[src/rtl/st_pkg.sv]
// Shared encodings for the control sequencer and the downstream address stage.
package st_pkg;

    localparam int unsigned ST_W = 3;
    localparam int unsigned OP_W = 2;

    typedef enum logic [ST_W-1:0] {
        IDLE   = 3'b000,
        FETCH  = 3'b001,
        DECODE = 3'b010,
        ADDR   = 3'b011,
        READ   = 3'b100,
        EXEC   = 3'b101,
        WRITE  = 3'b110,
        DONE   = 3'b111
    } state_t;

    typedef enum logic [OP_W-1:0] {
        OP_ALU   = 2'b00,
        OP_LOAD  = 2'b01,
        OP_STORE = 2'b10,
        OP_HALT  = 2'b11
    } op_t;

    // States that stall on the memory handshake.
    function automatic logic is_wait(input state_t s, input op_t o);
        return (s == FETCH) || (s == READ) || ((s == WRITE) && (o == OP_STORE));
    endfunction

endpackage

[src/rtl/wait_timer.sv]
// Memory-wait counter; expired is registered and high while the count equals TIMEOUT.
module wait_timer #(
    parameter int unsigned TIMEOUT = 15,
    parameter int unsigned WAIT_W  = 4
) (
    input  logic clk,
    input  logic rst,
    input  logic clr,
    input  logic en,
    output logic expired
);

    logic [WAIT_W-1:0] cnt;
    logic [WAIT_W-1:0] cnt_nxt;

    always_comb begin
        cnt_nxt = cnt;
        if (clr) begin
            cnt_nxt = '0;
        end else if (en) begin
            cnt_nxt = cnt + WAIT_W'(1);
        end
    end

    // Flag is computed from the next count so it lines up with the stored count.
    always_ff @(posedge clk or posedge rst) begin
        if (rst) begin
            cnt     <= '0;
            expired <= 1'b0;
        end else begin
            cnt     <= cnt_nxt;
            expired <= (cnt_nxt == WAIT_W'(TIMEOUT));
        end
    end

endmodule

[src/rtl/st_seq.sv]
// Multi-cycle instruction sequencer producing the registered state code for the address stage.
module st_seq
    import st_pkg::*;
#(
    parameter int unsigned TIMEOUT = 15,
    parameter int unsigned WAIT_W  = 4,
    parameter int unsigned ICNT_W  = 8
) (
    input  logic              clk,
    input  logic              rst,
    input  logic              start,
    input  logic [OP_W-1:0]   op,
    input  logic              mem_rdy,
    input  logic              abort,
    output logic [ST_W-1:0]   st,
    output logic              busy,
    output logic              done,
    output logic              err,
    output logic [ICNT_W-1:0] icnt
);

    state_t            state;
    state_t            nxt_state;
    op_t               op_q;
    op_t               nxt_op;
    logic              nxt_err;
    logic [ICNT_W-1:0] nxt_icnt;
    logic              waiting;
    logic              expired;
    logic              tmr_clr;
    logic              tmr_en;

    wait_timer #(
        .TIMEOUT (TIMEOUT),
        .WAIT_W  (WAIT_W)
    ) u_timer (
        .clk     (clk),
        .rst     (rst),
        .clr     (tmr_clr),
        .en      (tmr_en),
        .expired (expired)
    );

    always_comb begin
        nxt_state = state;
        nxt_op    = op_q;
        nxt_err   = err;
        nxt_icnt  = icnt;
        waiting   = is_wait(state, op_q);

        unique case (state)
            IDLE: begin
                if (start) begin
                    nxt_state = FETCH;
                    nxt_err   = 1'b0;
                    nxt_icnt  = '0;
                    nxt_op    = OP_ALU;
                end
            end
            FETCH:  if (mem_rdy) nxt_state = DECODE;
            DECODE: begin
                nxt_op = op_t'(op);
                unique case (op_t'(op))
                    OP_ALU:             nxt_state = EXEC;
                    OP_LOAD, OP_STORE:  nxt_state = ADDR;
                    OP_HALT:            nxt_state = DONE;
                endcase
            end
            ADDR:   nxt_state = (op_q == OP_LOAD) ? READ : WRITE;
            READ:   if (mem_rdy) nxt_state = EXEC;
            EXEC:   nxt_state = WRITE;
            WRITE: begin
                if ((op_q != OP_STORE) || mem_rdy) begin
                    nxt_state = FETCH;
                    nxt_icnt  = icnt + ICNT_W'(1);
                end
            end
            DONE:   nxt_state = IDLE;
            default: nxt_state = IDLE;
        endcase

        // Timeout only when the handshake did not land in the expiring cycle.
        if (waiting && !mem_rdy && expired) begin
            nxt_state = DONE;
            nxt_err   = 1'b1;
        end

        // Abort wins over everything and discards any completion side effects.
        if ((state != IDLE) && (state != DONE) && abort) begin
            nxt_state = DONE;
            nxt_err   = err;
            nxt_icnt  = icnt;
        end

        tmr_clr = (nxt_state != state);
        tmr_en  = waiting && !mem_rdy;
    end

    always_ff @(posedge clk or posedge rst) begin
        if (rst) begin
            state <= IDLE;
            op_q  <= OP_ALU;
            err   <= 1'b0;
            icnt  <= '0;
            busy  <= 1'b0;
            done  <= 1'b0;
        end else begin
            state <= nxt_state;
            op_q  <= nxt_op;
            err   <= nxt_err;
            icnt  <= nxt_icnt;
            busy  <= (nxt_state != IDLE);
            done  <= (nxt_state == DONE);
        end
    end

    assign st = state;

endmodule

[config.mk]
export PLATFORM = sky130hd
export DESIGN_NAME = st_seq
export DESIGN_NICKNAME = d
export VERILOG_FILES = /design/src/rtl/st_pkg.sv /design/src/rtl/wait_timer.sv /design/src/rtl/st_seq.sv
export SDC_FILE = /design/constraint.sdc
export NUM_CORES = 1
export LEC_CHECK = 0
export CORE_UTILIZATION = 50
export CTS_BUF_LIST = sky130_fd_sc_hd__clkbuf_4 sky130_fd_sc_hd__clkbuf_8
export DETAILED_ROUTE_END_ITERATION = 10
export PLACE_DENSITY = 0.81
export SLEW_MARGIN = 25
export SYNTH_ARGS = -nofsm -noshare
export SYNTH_HDL_FRONTEND = slang
export SYNTH_SLANG_ARGS = --single-unit
[constraint.sdc]
create_clock -name clk -period 1.7 [get_ports clk]
set_clock_uncertainty 0.2 [all_clocks]
set_input_delay 0.255 -clock clk [delete_from_list [all_inputs] [get_ports clk]]
set_output_delay 0.255 -clock clk [all_outputs]
set_load 0.02 [all_outputs]
# --- After elaboration in Yosys (flattened, before gate mapping) ---
# Index checks and enable logic that the tools add are counted.
totals:
  regBits: 21
  inputBits: 7
  output_inout_bits: 14
  word_cells: 70
op_classes:
  n_addsub: 2
  n_eq_ne: 19
  n_mux: 19
  bitwise: 1
  n_reduce_logical: 21
op_table:
  columns: ["operator", "count"]
  rows:
  - ["case mux 3 bit (8 select lines)", 1]
  - ["two-way mux 3 bit", 6]
  - ["two-way mux 8 bit", 2]
  - ["case mux 8 bit (2 select lines)", 1]
  - ["== test 3 bit, second input constant", 5]
  - ["case mux 3 bit (3 select lines)", 1]
  - ["adder 8 x 1 -> 8 bit, second input constant", 1]
  - ["two-way mux 4 bit", 2]
  - ["nonzero test 2 bit", 4]
  - ["== test 2 bit, second input constant", 3]
  - ["== test 3 x 2 -> 1 bit, second input constant", 2]
  - ["nonzero test 3 bit", 2]
  - ["logical AND 1 bit", 5]
  - ["adder 4 x 1 -> 4 bit, second input constant", 1]
  - ["== test 2 x 1 -> 1 bit, second input constant", 2]
  - ["== test 4 bit, second input constant", 1]
  - ["two-way mux 2 bit", 2]
  - ["inequality test 2 bit, second input constant", 2]
  - ["case mux 2 bit (2 select lines)", 1]
  - ["AND reduction 4 bit", 1]
  - ["== test 3 x 1 -> 1 bit, second input constant", 1]
  - ["zero test 3 bit", 1]
  - ["logical OR 1 bit", 3]
  - ["two-way mux 1 bit", 3]
  - ["other kinds (9)", 9]

# --- Depth between registers and ports, before layout ---
logic_depth:
  ltp_word: 10
  depth_mapped: 6
  ltp_nobuf: 5

# --- Cells and area by module ---
# From an unflattened synthesis, not the netlist that was laid out.
hier_totals:
  hier_cells: 130
  hier_area_um2: 1291.2
by_module_without_submodules:
  columns: ["module", "instances", "cells_each", "area_per_inst_um2", "seq_area_each_um2"]
  rows:
  - ["st_seq", 1, 109, 1061.0, 400.4]
  - ["wait_timer", 1, 21, 230.2, 125.1]

# --- Worst setup path after synthesis ---
# OpenSTA, ideal clock, no wires.
synth_timing:
  kind: "register to register"
  start: "register state[1], in the netlist st[1]"
  end: "register busy"
  setup_ps: 129
  arrival_ps: 1498
  required_ps: 1371
  path_slack_ps: -127
  path_stages_with_launch: 6
  path_buffers: 1
  synth_period_minus_slack_ps: 1827
  path_cell_list: "dfrtp_1 > buf_6 > or3_4 > o21ai_1 > a31oi_1 > a2111o_1"
synth_between:
  elab_chain_cells: 8
  word_cells_on_any_way: 25
  cone_classes: "8 x eq/ne; 7 x mux; 10 x reduce/logical"
synth_lines:
  columns: ["element", "line_no", "rtl"]
  rows:
  - ["start: declaration", "st_seq.sv:22", "state_t state;"]
  - ["start signal: assignment", "st_seq.sv:108", "state <= nxt_state;"]
  - ["parallel branches: the longest is 6 deep, another holds case mux 3 bit (8 select lines)", null, null]
  - ["two-way mux 3 bit (*)", "st_seq.sv:89", "if ((state != IDLE) && (state != DONE) && abort) begin"]
  - ["nonzero test 3 bit (*)", "st_seq.sv:112", "busy <= (nxt_state != IDLE);"]
  - ["end signal: assignment", "st_seq.sv:112", null]
  - ["end: declaration", "st_seq.sv:16", "output logic busy,"]
# Mark *: on every way between the ends.
# A chain may end at the register's enable or synchronous reset.

# --- Final worst setup path ---
layout_timing:
  start: "input port mem_rdy"
  end: "register u_timer.cnt[0]"
layout_between:
  elab_chain_cells: 7
  word_cells_on_any_way: 13
  cone_classes: "1 x eq/ne; 8 x mux; 4 x reduce/logical"
layout_lines:
  columns: ["element", "line_no", "rtl"]
  rows:
  - ["start: declaration", "st_seq.sv:13", "input logic mem_rdy,"]
  - ["logical OR 1 bit or zero test 1 bit (tied branches)", "st_seq.sv:73, st_seq.sv:83, st_seq.sv:96", null]
  - ["two-way mux 3 bit or logical AND 1 bit (tied branches)", "st_seq.sv:73, st_seq.sv:83, st_seq.sv:96", null]
  - ["case mux 3 bit (8 select lines) or logical AND 1 bit (tied branches)", "st_seq.sv:51, st_seq.sv:83", null]
  - ["two-way mux 3 bit", "st_seq.sv:83", "if (waiting && !mem_rdy && expired) begin"]
  - ["two-way mux 3 bit", "st_seq.sv:89", null]
  - ["inequality test 3 bit", "st_seq.sv:95", "tmr_clr = (nxt_state != state);"]
  - ["two-way mux 4 bit (*)", "wait_timer.sv:18", "if (clr) begin"]
  - ["named net u_timer.cnt_nxt[0]", "wait_timer.sv:14", "logic [WAIT_W-1:0] cnt_nxt;"]
  - ["end signal: assignment", "wait_timer.sv:31", "cnt <= cnt_nxt;"]
  - ["end: declaration", "wait_timer.sv:13", "logic [WAIT_W-1:0] cnt;"]
# Mark *: on every way through the listed nets, which the timed path passes. The rest lies on a longest branch.

==> run summary <==
Status: finished, violations left
Failing checks: setup timing
DRC errors left: 0
Crit-path cells: clkdlybuf4s50_1, buf_4, a211oi_1, a21oi_1, buf_4, nor4b_2
Maximum VDD drop: 1371 uV
Post-layout worst setup margin: -0.1492 ns
Core Rows: 18
GRT overflow: 0
Setup violations, final: 16
Distinct cells, synth: 45
Synth top area share: 39.77%
Initial drt markers: 54
Commonest cells in the netlist: 21 x dfrtp_1, 9 x inv_1, 9 x nand3_1
Crit path buf inv count: 3
CTS buffer count: 3
Port Buffers: 20
Global-route wire length before repair: 5733 um
CP Launch Point: mem_rdy
Post-route clock period utilization: 108.8%
Hpwl dp: 2295 um
GRT Util Overall: 28.40%
Crit-path most repeated cell: buf_4
Slowest CP cell: clkdlybuf4s50_1
Max FO, Critical Path: 8
Max-cap viol count: 0
Area of the core: 2477 sq um
Max H-tree Level: 1
Vias: 1,377
EDFF count, synth: 0
CP Capture Type: flip-flop
Worst-path clk slew: 0.13 ns
Total Nets Final: 199
Synth Register Bits: 21
Worst hold path class: input pin to asynchronous set/reset pin
Top-count cell post-synth: dfrtp_1
Worst-margin pin slew: 0.3429 ns
Average wire per standard cell: 19.09 um
Post-route ant nets: 0
Pre-CTS setup slack: -0.4036 ns
Critical path arrival: 1.88 ns
Critical Path Max Stage Delay: 0.57 ns
Drt total wl: 4161 um
Final Wtd Congestion: 0.8596
Synth area leaders: dfrtp_1 40%, nand3_1 3.4%, a2111o_1 3.4%, xor2_1 3.3%, a211oi_2 2.8%
CP Launch Type: input pin
Seq/Total Area, Yosys: 39.77%
Syn-to-layout area delta: 49.24%
FMAX: 0.5408 GHz
Largest net degree at the start of global routing: 22
Slew headroom: 77.07%
Top FF cell, synth: dfrtp_1
CTS Root Cell: clkbuf_4
Number of I/O pins: 21
Post-Syn Instances: 133
YS warnings: 0
Fin. max-slew vios: 0
N_diodes: 0
Lkg Pwr: 0.9115 nW
Min cycle time layout: 1.849 ns
Non-filler cells in the finished layout: 218
Initial Utilization: 53.33%
Die X: 53.41 um
Hold_ws: 0.05035 ns
Layout cells sized above 1: 38.30%
CP top delay family: buffers and inverters
Clock tree buffer depth: 2
Die area: 2852 sq um
TritonRoute pass-1 iters: 4
Later-pin clock latency in the skew report: 0.32 ns
Clk sinks: 21
RSZ-0062 raised after global routing: true
PD cells: 1433 nW/um^2
Cells after DPL: 201
CTS tree: built
Initial antenna violation count: 0
Setup TNS: -1.001 ns
Req. time, crit path: 1.73 ns
Post-synthesis async set-or-reset flop share: 100.0%
Final Hold Fails: 0
Hold_buf cts: 0
Reg2reg start: op_q[0]$_DFFE_PP0P_
Vias in the first global route: 1,255
Die height: 53.41 um
Vias per std cell: 6.317
Synth Area per Inst: 9.934 sq um
Syn nets: 143
Synth Cell Area: 1321 sq um
WS Path Type: input pin to flip-flop
Leading area contributor after synthesis: dfrtp_1
==> flip-flops by register name (all words and copies together) (netlist names) <==
signal / flops
busy: 1
done: 1
err: 1
u_timer.expired: 1
op_q: 2
icnt: 8
u_timer.cnt: 4
st: 3
==> cell families (layout without fill, tap and decap cells) <==
family,after synthesis,after routing,share of synthesized area [%]
AND/OR/NAND/NOR,49,49,24.34
AO/OA/AOI/OAI,38,39,23.39
flip-flops,21,21,39.77
buffers and inverters,16,70,5.681
XOR/XNOR,6,6,3.977
adder cells (fa/ha/maj),3,3,2.841
==> worst min-delay path, delay by kind of cell <==
kind / cells / cell delay [ns]
buf+inv: 3 / 0.71
==> worst paths after layout <==
check | endpoint | slack [ns] | cells past startpoint
setup / recovery | u_timer.cnt[0]$_DFF_PP0_ | -0.15 | 6
hold / removal | icnt[4]$_DFFE_PP0P_ | 0.05 | 3
setup reg to reg | u_timer.cnt[0]$_DFF_PP0_ | -0.14 | 6
hold reg to reg | err$_DFFE_PP0P_ | 0.33 | 1
max in group asynchronous | st[0]$_DFF_PP0_ | 1.01 | 3
min in group clk | err$_DFFE_PP0P_ | 0.33 | 1
==> layout make-up <==
type / count / area (sq um)
Multi-Input combinational cell: 97 / 853.3
Sequential cell: 21 / 529.3
Fill cell: 156 / 505.5
Timing Repair Buffer: 56 / 484.2
Inverter: 10 / 37.54
Tap cell: 30 / 37.54
Clock buffer: 4 / 30.03
==> metal layers <==
layer	track usage, %	share of wire, %	vias to the layer above
met5	0	0	-
met4	10.53	2.9	0
met3	2.874	4.9	12
met2	51.46	52	63
met1	33.80	40	691
li1	-	-	611
==> power breakdown <==
group / internal (mW) / leakage [nW] / switching, mW
registers: 0.629 / 0.272 / 0.145
logic: 0.848 / 0.621 / 0.930
clock network: 0.108 / 0.0184 / 0.167
==> cell usage in the layout (no fill, tap or decap), types with 4 or more instances in the layout <==
master           count
buf_4               26
dfrtp_1             18
dlygate4sd2_1       13
inv_1                9
nor2_1               8
buf_6                8
nand3_1              6
clkdlybuf4s50_1      6
a211oi_2             5
xor2_1               5
o21ai_1              4
a2111o_1             4
o21ai_0              4
o211ai_1             4
clkbuf_4             4
==> timing repair <==
| item | 4_1_cts | 5_1_grt |
|---|---|---|
| gates resized for setup | 31 | 20 |
| pin swaps | 9 | 20 |
| buffers inserted | 6 | 5 |
| setup endpoints to repair | 31 | 18 |
| cloned | 1 | 1 |
==> per-stage QoR <==
| step | total power, mW | utilization, % | area (sq um) |
|---|---|---|---|
| CTS | 2.533 | 74.95 | 1857 |
| detailed placement | 2.099 | 68.84 | 1705 |
| finish | 2.826 | 79.60 | 1972 |
| global placement | 2.059 | 68.84 | 1705 |
| global route | 2.970 | 79.60 | 1972 |
| floorplan | 1.552 | - | 1326 |
No activity file was read; power rests on OpenSTA's default activity.
